## config.mk

```make
export PLATFORM = sky130hd
export DESIGN_NAME = otp_cmd_sequencer
export DESIGN_NICKNAME = d
export VERILOG_FILES = /design/src/rtl/otp_pkg.sv /design/src/rtl/otp_cycle_timer.sv /design/src/rtl/otp_cmd_sequencer.sv
export SDC_FILE = /design/constraint.sdc
export NUM_CORES = 1
export LEC_CHECK = 0
export ABC_AREA = 1
export BUFFER_PORTS_ARGS = -buffer_cell sky130_fd_sc_hd__buf_2
export CAP_MARGIN = 20
export CELL_PAD_IN_SITES_DETAIL_PLACEMENT = 0
export CELL_PAD_IN_SITES_GLOBAL_PLACEMENT = 2
export CORE_UTILIZATION = 29
export CTS_CLUSTER_SIZE = 10
export DETAILED_ROUTE_END_ITERATION = 10
export HOLD_SLACK_MARGIN = 0.08
export PLACE_DENSITY_LB_ADDON = 0.08
export SETUP_SLACK_MARGIN = 0.3
export SLEW_MARGIN = 0
export SYNTH_ARGS = -nofsm -noshare
export SYNTH_HDL_FRONTEND = slang
export SYNTH_SLANG_ARGS = --single-unit
```

## constraint.sdc

```tcl
create_clock -name clk -period 1.62 [get_ports clk]
set_input_delay 0.324 -clock clk [delete_from_list [all_inputs] [get_ports clk]]
set_output_delay 0.324 -clock clk [all_outputs]
set_load 0.03 [all_outputs]
```

## src/rtl/otp_pkg.sv

```systemverilog
// Shared definitions for the OTP command sequencer: controller mode codes, response status and FSM states.
// The optional read-back verify step is enabled with the OTP_SEQ_VERIFY_EN macro (see otp_cmd_sequencer).
package otp_pkg;

    localparam logic [1:0] MODE_READING = 2'b00;
    localparam logic [1:0] MODE_WRITING = 2'b01;
    localparam logic [1:0] MODE_IDLE    = 2'b10;

    typedef enum logic [1:0] {
        ST_OK          = 2'b00,
        ST_WRITE_FAIL  = 2'b01,
        ST_TIMEOUT     = 2'b10,
        ST_VERIFY_FAIL = 2'b11
    } status_t;

    typedef enum logic [2:0] {
        S_IDLE     = 3'd0,
        S_WR_PULSE = 3'd1,
        S_WR_GAP   = 3'd2,
        S_RD_WAIT  = 3'd3,
        S_VERIFY   = 3'd4,
        S_RESP     = 3'd5
    } state_t;

    // Controller mode presented while the sequencer sits in a given state
    function automatic logic [1:0] mode_for_state(input state_t s);
        logic [1:0] m;
        case (s)
            S_WR_PULSE: m = MODE_WRITING;
            S_RD_WAIT:  m = MODE_READING;
            S_VERIFY:   m = MODE_READING;
            default:    m = MODE_IDLE;
        endcase
        return m;
    endfunction

endpackage

```

## src/rtl/otp_cycle_timer.sv

```systemverilog
// Saturating down-counter: reloaded by i_load, counts while i_en, o_expired when it reaches zero.
module otp_cycle_timer #(
    parameter int W = 5
) (
    input  logic         clk,
    input  logic         reset,
    input  logic         i_load,
    input  logic [W-1:0] i_load_val,
    input  logic         i_en,
    output logic         o_expired
);

    logic [W-1:0] r_count;

    // Count register: load has priority, decrement stops at zero
    always_ff @(posedge clk) begin
        if (reset) begin
            r_count <= {W{1'b0}};
        end else if (i_load) begin
            r_count <= i_load_val;
        end else if (i_en && (r_count != {W{1'b0}})) begin
            r_count <= r_count - W'(1);
        end else begin
            r_count <= r_count;
        end
    end

    assign o_expired = (r_count == {W{1'b0}});

endmodule

```

## src/rtl/otp_cmd_sequencer.sv

```systemverilog
// Host-facing command stage for the OTP array controller: read / program with retry, one response per request.
// Define OTP_SEQ_VERIFY_EN to read back and compare the word after every successful program.
import otp_pkg::*;

module otp_cmd_sequencer #(
    parameter int A            = 2,
    parameter int B            = 2,
    parameter int ADDR_WIDTH   = (B > 1) ? $clog2(B) : 1,
    parameter int PULSE_CYCLES = 4,
    parameter int MAX_RETRY    = 3,
    parameter int TIMEOUT      = 16
) (
    input  logic                  clk,
    input  logic                  reset,
    input  logic                  req_valid,
    output logic                  req_ready,
    input  logic                  req_write,
    input  logic [ADDR_WIDTH-1:0] req_col,
    input  logic [A-1:0]          req_data,
    output logic                  rsp_valid,
    input  logic                  rsp_ready,
    output logic [A-1:0]          rsp_data,
    output logic [1:0]            rsp_status,
    output logic [1:0]            mode,
    output logic [ADDR_WIDTH-1:0] column,
    output logic [A-1:0]          data_in,
    input  logic                  writing_successful,
    input  logic                  read_active,
    input  logic [A-1:0]          ctrl_data_out
);

    localparam int T_MAX = (PULSE_CYCLES > TIMEOUT) ? PULSE_CYCLES : TIMEOUT;
    localparam int TW    = $clog2(T_MAX + 1);
    localparam int AW    = $clog2(MAX_RETRY + 1);
    localparam logic [TW-1:0] PULSE_LOAD    = TW'(PULSE_CYCLES - 1);
    localparam logic [TW-1:0] TIMEOUT_LOAD  = TW'(TIMEOUT - 1);
    localparam logic [AW-1:0] ATTEMPT_LIMIT = AW'(MAX_RETRY);

    state_t                r_state,      w_state_nx;
    logic [1:0]            r_mode;
    logic [ADDR_WIDTH-1:0] r_col,        w_col_nx;
    logic [A-1:0]          r_data,       w_data_nx;
    logic [AW-1:0]         r_attempt,    w_attempt_nx;
    logic                  r_wr_ok,      w_wr_ok_nx;
    logic                  r_rsp_valid;
    logic                  r_req_ready;
    logic [A-1:0]          r_rsp_data,   w_rsp_data_nx;
    status_t               r_rsp_status, w_rsp_status_nx;
    logic                  w_tmr_load;
    logic [TW-1:0]         w_tmr_val;
    logic                  w_tmr_expired;

    // One timer serves both the program window and the read timeout; it reloads on each state entry
    otp_cycle_timer #(.W(TW)) u_timer (
        .clk        (clk),
        .reset      (reset),
        .i_load     (w_tmr_load),
        .i_load_val (w_tmr_val),
        .i_en       (1'b1),
        .o_expired  (w_tmr_expired)
    );

    // Next-state, request latching and response field selection
    always_comb begin
        w_state_nx      = r_state;
        w_col_nx        = r_col;
        w_data_nx       = r_data;
        w_attempt_nx    = r_attempt;
        w_wr_ok_nx      = r_wr_ok;
        w_rsp_data_nx   = r_rsp_data;
        w_rsp_status_nx = r_rsp_status;
        case (r_state)
            S_IDLE: begin
                if (req_valid) begin
                    w_col_nx     = req_col;
                    w_data_nx    = req_data;
                    w_attempt_nx = {AW{1'b0}};
                    w_wr_ok_nx   = 1'b0;
                    w_state_nx   = req_write ? S_WR_PULSE : S_RD_WAIT;
                end else begin
                    w_state_nx = S_IDLE;
                end
            end
            S_WR_PULSE: begin
                if (writing_successful) begin
                    w_wr_ok_nx = 1'b1;
                    w_state_nx = S_WR_GAP;
                end else if (w_tmr_expired) begin
                    w_attempt_nx = r_attempt + AW'(1);
                    w_state_nx   = S_WR_GAP;
                end else begin
                    w_state_nx = S_WR_PULSE;
                end
            end
            S_WR_GAP: begin
                if (r_wr_ok) begin
`ifdef OTP_SEQ_VERIFY_EN
                    w_state_nx = S_VERIFY;
`else
                    w_rsp_data_nx   = r_data;
                    w_rsp_status_nx = ST_OK;
                    w_state_nx      = S_RESP;
`endif
                end else if (r_attempt == ATTEMPT_LIMIT) begin
                    w_rsp_data_nx   = {A{1'b0}};
                    w_rsp_status_nx = ST_WRITE_FAIL;
                    w_state_nx      = S_RESP;
                end else begin
                    w_state_nx = S_WR_PULSE;
                end
            end
            S_RD_WAIT: begin
                if (read_active) begin
                    w_rsp_data_nx   = ctrl_data_out;
                    w_rsp_status_nx = ST_OK;
                    w_state_nx      = S_RESP;
                end else if (w_tmr_expired) begin
                    w_rsp_data_nx   = {A{1'b0}};
                    w_rsp_status_nx = ST_TIMEOUT;
                    w_state_nx      = S_RESP;
                end else begin
                    w_state_nx = S_RD_WAIT;
                end
            end
`ifdef OTP_SEQ_VERIFY_EN
            S_VERIFY: begin
                if (read_active) begin
                    w_rsp_data_nx   = ctrl_data_out;
                    w_rsp_status_nx = (ctrl_data_out == r_data) ? ST_OK : ST_VERIFY_FAIL;
                    w_state_nx      = S_RESP;
                end else if (w_tmr_expired) begin
                    w_rsp_data_nx   = {A{1'b0}};
                    w_rsp_status_nx = ST_TIMEOUT;
                    w_state_nx      = S_RESP;
                end else begin
                    w_state_nx = S_VERIFY;
                end
            end
`endif
            S_RESP: begin
                if (rsp_ready) begin
                    w_state_nx = S_IDLE;
                end else begin
                    w_state_nx = S_RESP;
                end
            end
            default: begin
                w_state_nx = S_IDLE;
            end
        endcase

        w_tmr_load = (w_state_nx != r_state);
        if (w_state_nx == S_WR_PULSE) begin
            w_tmr_val = PULSE_LOAD;
        end else begin
            w_tmr_val = TIMEOUT_LOAD;
        end
    end

    // State and registered outputs; outputs are decoded from the next state so they align with it
    always_ff @(posedge clk) begin
        if (reset) begin
            r_state      <= S_IDLE;
            r_mode       <= MODE_IDLE;
            r_col        <= {ADDR_WIDTH{1'b0}};
            r_data       <= {A{1'b0}};
            r_attempt    <= {AW{1'b0}};
            r_wr_ok      <= 1'b0;
            r_rsp_valid  <= 1'b0;
            r_req_ready  <= 1'b1;
            r_rsp_data   <= {A{1'b0}};
            r_rsp_status <= ST_OK;
        end else begin
            r_state      <= w_state_nx;
            r_mode       <= mode_for_state(w_state_nx);
            r_col        <= w_col_nx;
            r_data       <= w_data_nx;
            r_attempt    <= w_attempt_nx;
            r_wr_ok      <= w_wr_ok_nx;
            r_rsp_valid  <= (w_state_nx == S_RESP);
            r_req_ready  <= (w_state_nx == S_IDLE);
            r_rsp_data   <= w_rsp_data_nx;
            r_rsp_status <= w_rsp_status_nx;
        end
    end

    assign req_ready  = r_req_ready;
    assign rsp_valid  = r_rsp_valid;
    assign rsp_data   = r_rsp_data;
    assign rsp_status = r_rsp_status;
    assign mode       = r_mode;
    assign column     = r_col;
    assign data_in    = r_data;

endmodule
```

==> results_dict.tcl <==
set metrics [dict create \
    status "finished, final reports clean" \
    gr-total-overflow 0 \
    p_leak_nw 0.661 \
    postRouteAntennaNets 0 \
    setup_slack_ps 211 \
    die_h_um 62.0 \
    totalWireLength_um 2560 \
    synth_area_leaders "dfxtp_1, nand2_1, nor2_1" \
    path_clk_slew_ps 130 \
    ctsHoldBuffers 0 \
    firstDrtPassIters 4 \
    maxSlewViolCount 0 \
    cts.sinks 22 \
    synth_warnings 0 \
    tightestPinTransition_ps 334 \
    drt-initial-drc-count 20 \
    ff2ff_setup_slack_ps 210 \
    rows 21 \
    worstPathArrival_ps 1660 \
    avgSynthCellArea_sq_um 7.50 \
    syn_area_sq_um 1040 \
    critical_path_class "flop to flop" \
    p_per_area_nw_per_um2 1390 \
    synth_top_area_share_pct 42.3 \
    antenna_found_initial 0 \
    ctsHtreeMaxLevel 1 \
    clk_latency_ps 310 \
    vias 1005 \
    postSynthCellCount 139 \
    syn_to_final_growth_pct 45.1 \
    start_util_pct 30.7 \
    ys_types 26 \
    fillerInstances 350 \
    ios 23 \
    grt_usage_pct 14.9 \
    io_buffer_count 22 \
    ys_seq_area_share_pct 42.3 \
    rsz0062_at_grt "yes" \
    maxCapViolations 0 \
    drive_gt1_share_pct 45.5 \
    max_slew_margin_pct 77.7 \
    routed_via_density 4.49 \
    cts_tree "built" \
    ir_drop_mv 0.608 \
    synth_top_area_cell "dfxtp_1" \
    finalNetCount 194 \
    gp_congestion 0.728 \
    period_needed_ps 1410 \
    critPathLaunchType "flop" \
    clockBufferDepth 2 \
    die_area_sq_um 3840 \
    diodes 0 \
    clockRootBuffer "clkbuf_4" \
    max_freq_ghz 0.710 \
    grt_pass1_wl_um 4140 \
    synth-seq-cells 22 \
    routedWlPerCell_um 11.4 \
    place_ws_ps 96.9 \
    worst-path-max-fanout 5 \
    core-area_sq_um 3390 \
    fp.dieW_um 62.0 \
    grt_pass1_vias 899 \
    setup_viol 0 \
    crit_required_ps 1870 \
    grt_max_degree 14 \
    clock_skew_ps 5.78 \
    fin_crit_sh_pct 87.0 \
    syn-num-nets 154 \
    drcViolationCount 0 \
    final-hold-violation-count 0 \
    critPathCaptureType "flop" \
    hp-class "primary input to flop" \
    cts-buffers-inserted 3 \
    dp_hpwl_um 1820 \
    setup_tns_ps 0 \
]
[worst max-delay path: stages, from the launching register on]
cell and delay [ps]:
dfxtp_2 360, inv_2 50, ha_4 160, nand3_4 110, nand2_4 80, a22oi_2 220, nand3_4 140, nor2_1 120
nor2_1 40, nor2_1 70
[per-layer routing]
layer	GRT usage [%]	vias up	part of all wire [%]
met1	20.7	457	49
met4	4.44	0	0.74
met5	0	-	0
li1	-	528	-
met3	3.93	2	3.7
met2	22.6	18	46
[logic make-up (layout without fill, tap and decap cells)]
kind of cell / count (synthesis) / after routing / share of synthesized area [%]
AOI/OAI and AO/OA: 22 / 22 / 12.8
and+or+nand+nor: 72 / 72 / 32.7
DFF: 22 / 22 / 42.3
xor gates and xnor gates: 3 / 3 / 2.52
adders and majority gates: 3 / 3 / 3.60
buffers and inverters: 17 / 56 / 6.12
[timing repair]
| item | in CTS | in global routing |
|---|---|---|
| pin swaps | 14 | 1 |
| setup buffers | 9 | 4 |
| resized for setup | 18 | 11 |
| endpoints found under the setup margin | 17 | 18 |
[Yosys cell counts]
cell type and instances:
nor2_2 3, a21boi_1 1, nand2_2 2, nand3_4 1, nor2_1 26, inv_2 3
ha_1 3, inv_1 13, xor2_1 2, nor3b_1 1, clkbuf_1 1, nor3_1 1
o22ai_1 2, nand3b_1 1, dfxtp_1 22, nor3_2 2, xnor2_1 1, o2111ai_1 1
a22oi_2 1, nand3_2 2, nand3_1 6, a21oi_1 12, nand4_1 1, a31oi_2 1
nand2_1 26, o21ai_0 4
[path summary, 6_finish.rpt]
| path | depth (start not counted) | startpoint | endpoint |
|---|---|---|---|
| setup / recovery | 9 | u_timer.r_count[1] | u_timer.r_count[3] |
| hold / removal | 3 | req_data[0] | data_in[0] |
| setup reg to reg | 9 | u_timer.r_count[1] | u_timer.r_count[3] |
| hold reg to reg | 2 | column | column |
[where the power goes]
part / switching [mW] / leakage, nW / internal (mW)
Sequential: 0.0957 / 0.184 / 0.659
Combinational: 0.616 / 0.463 / 0.469
Clock: 0.169 / 0.0150 / 0.0961
Total: 0.882 / 0.661 / 1.22
[sequential cells by signal, indices dropped and copies added (netlist names)]
register and count:
u_timer.r_count 5, r_state 3, data_in 2, mode 2, r_attempt 2, rsp_data 2
rsp_status 2, column 1, r_wr_ok 1, req_ready 1, rsp_valid 1
[layout by cell type (no fill, tap or decap), drive strengths merged]
cell     synthesis  final
o22ai            2      2
o2111ai          1      1
nor2            29     29
xnor2            1      1
a21boi           1      1
a21oi           12     12
nor3b            1      1
nor3             3      3
nand3            9      9
a22oi            1      1
nand3b           1      1
nand4            1      1
xor2             2      2
a31oi            1      1
nand2           28     28
dfxtp           22     22
inv             16     16
o21ai            4      4
buf              0     36
ha               3      3
clkbuf           1      4
[final cells by class]
cell class              instances  area, sq um  area share, %
multi-input cells             100          691           45.7
flip-flops and latches         22          455           30.1
repair buffers                 36          215           14.2
inverters                      16         67.6           4.47
well taps                      46         57.6           3.80
clock buffers                   4         26.3           1.74
[per-stage QoR]
| stage | hold slack, ps | power [mW] | cell area (sq um) | utilization [%] | instances |
|---|---|---|---|---|---|
| 6_report | 288 | 2.11 | 1510 | 44.6 | 224 |
| 5_1_grt | 277 | 2.26 | 1510 | 44.6 | 224 |
| 4_1_cts | 280 | 2.05 | 1440 | 42.5 | 220 |
| 3_5_place_dp | 437 | 1.57 | 1270 | 37.5 | 207 |
| 3_3_place_gp | 428 | 1.58 | 1270 | 37.5 | 207 |
| 2_1_floorplan | 407 | 1.39 | 1100 | - | 139 |
No activity file was read; power rests on OpenSTA's default activity.
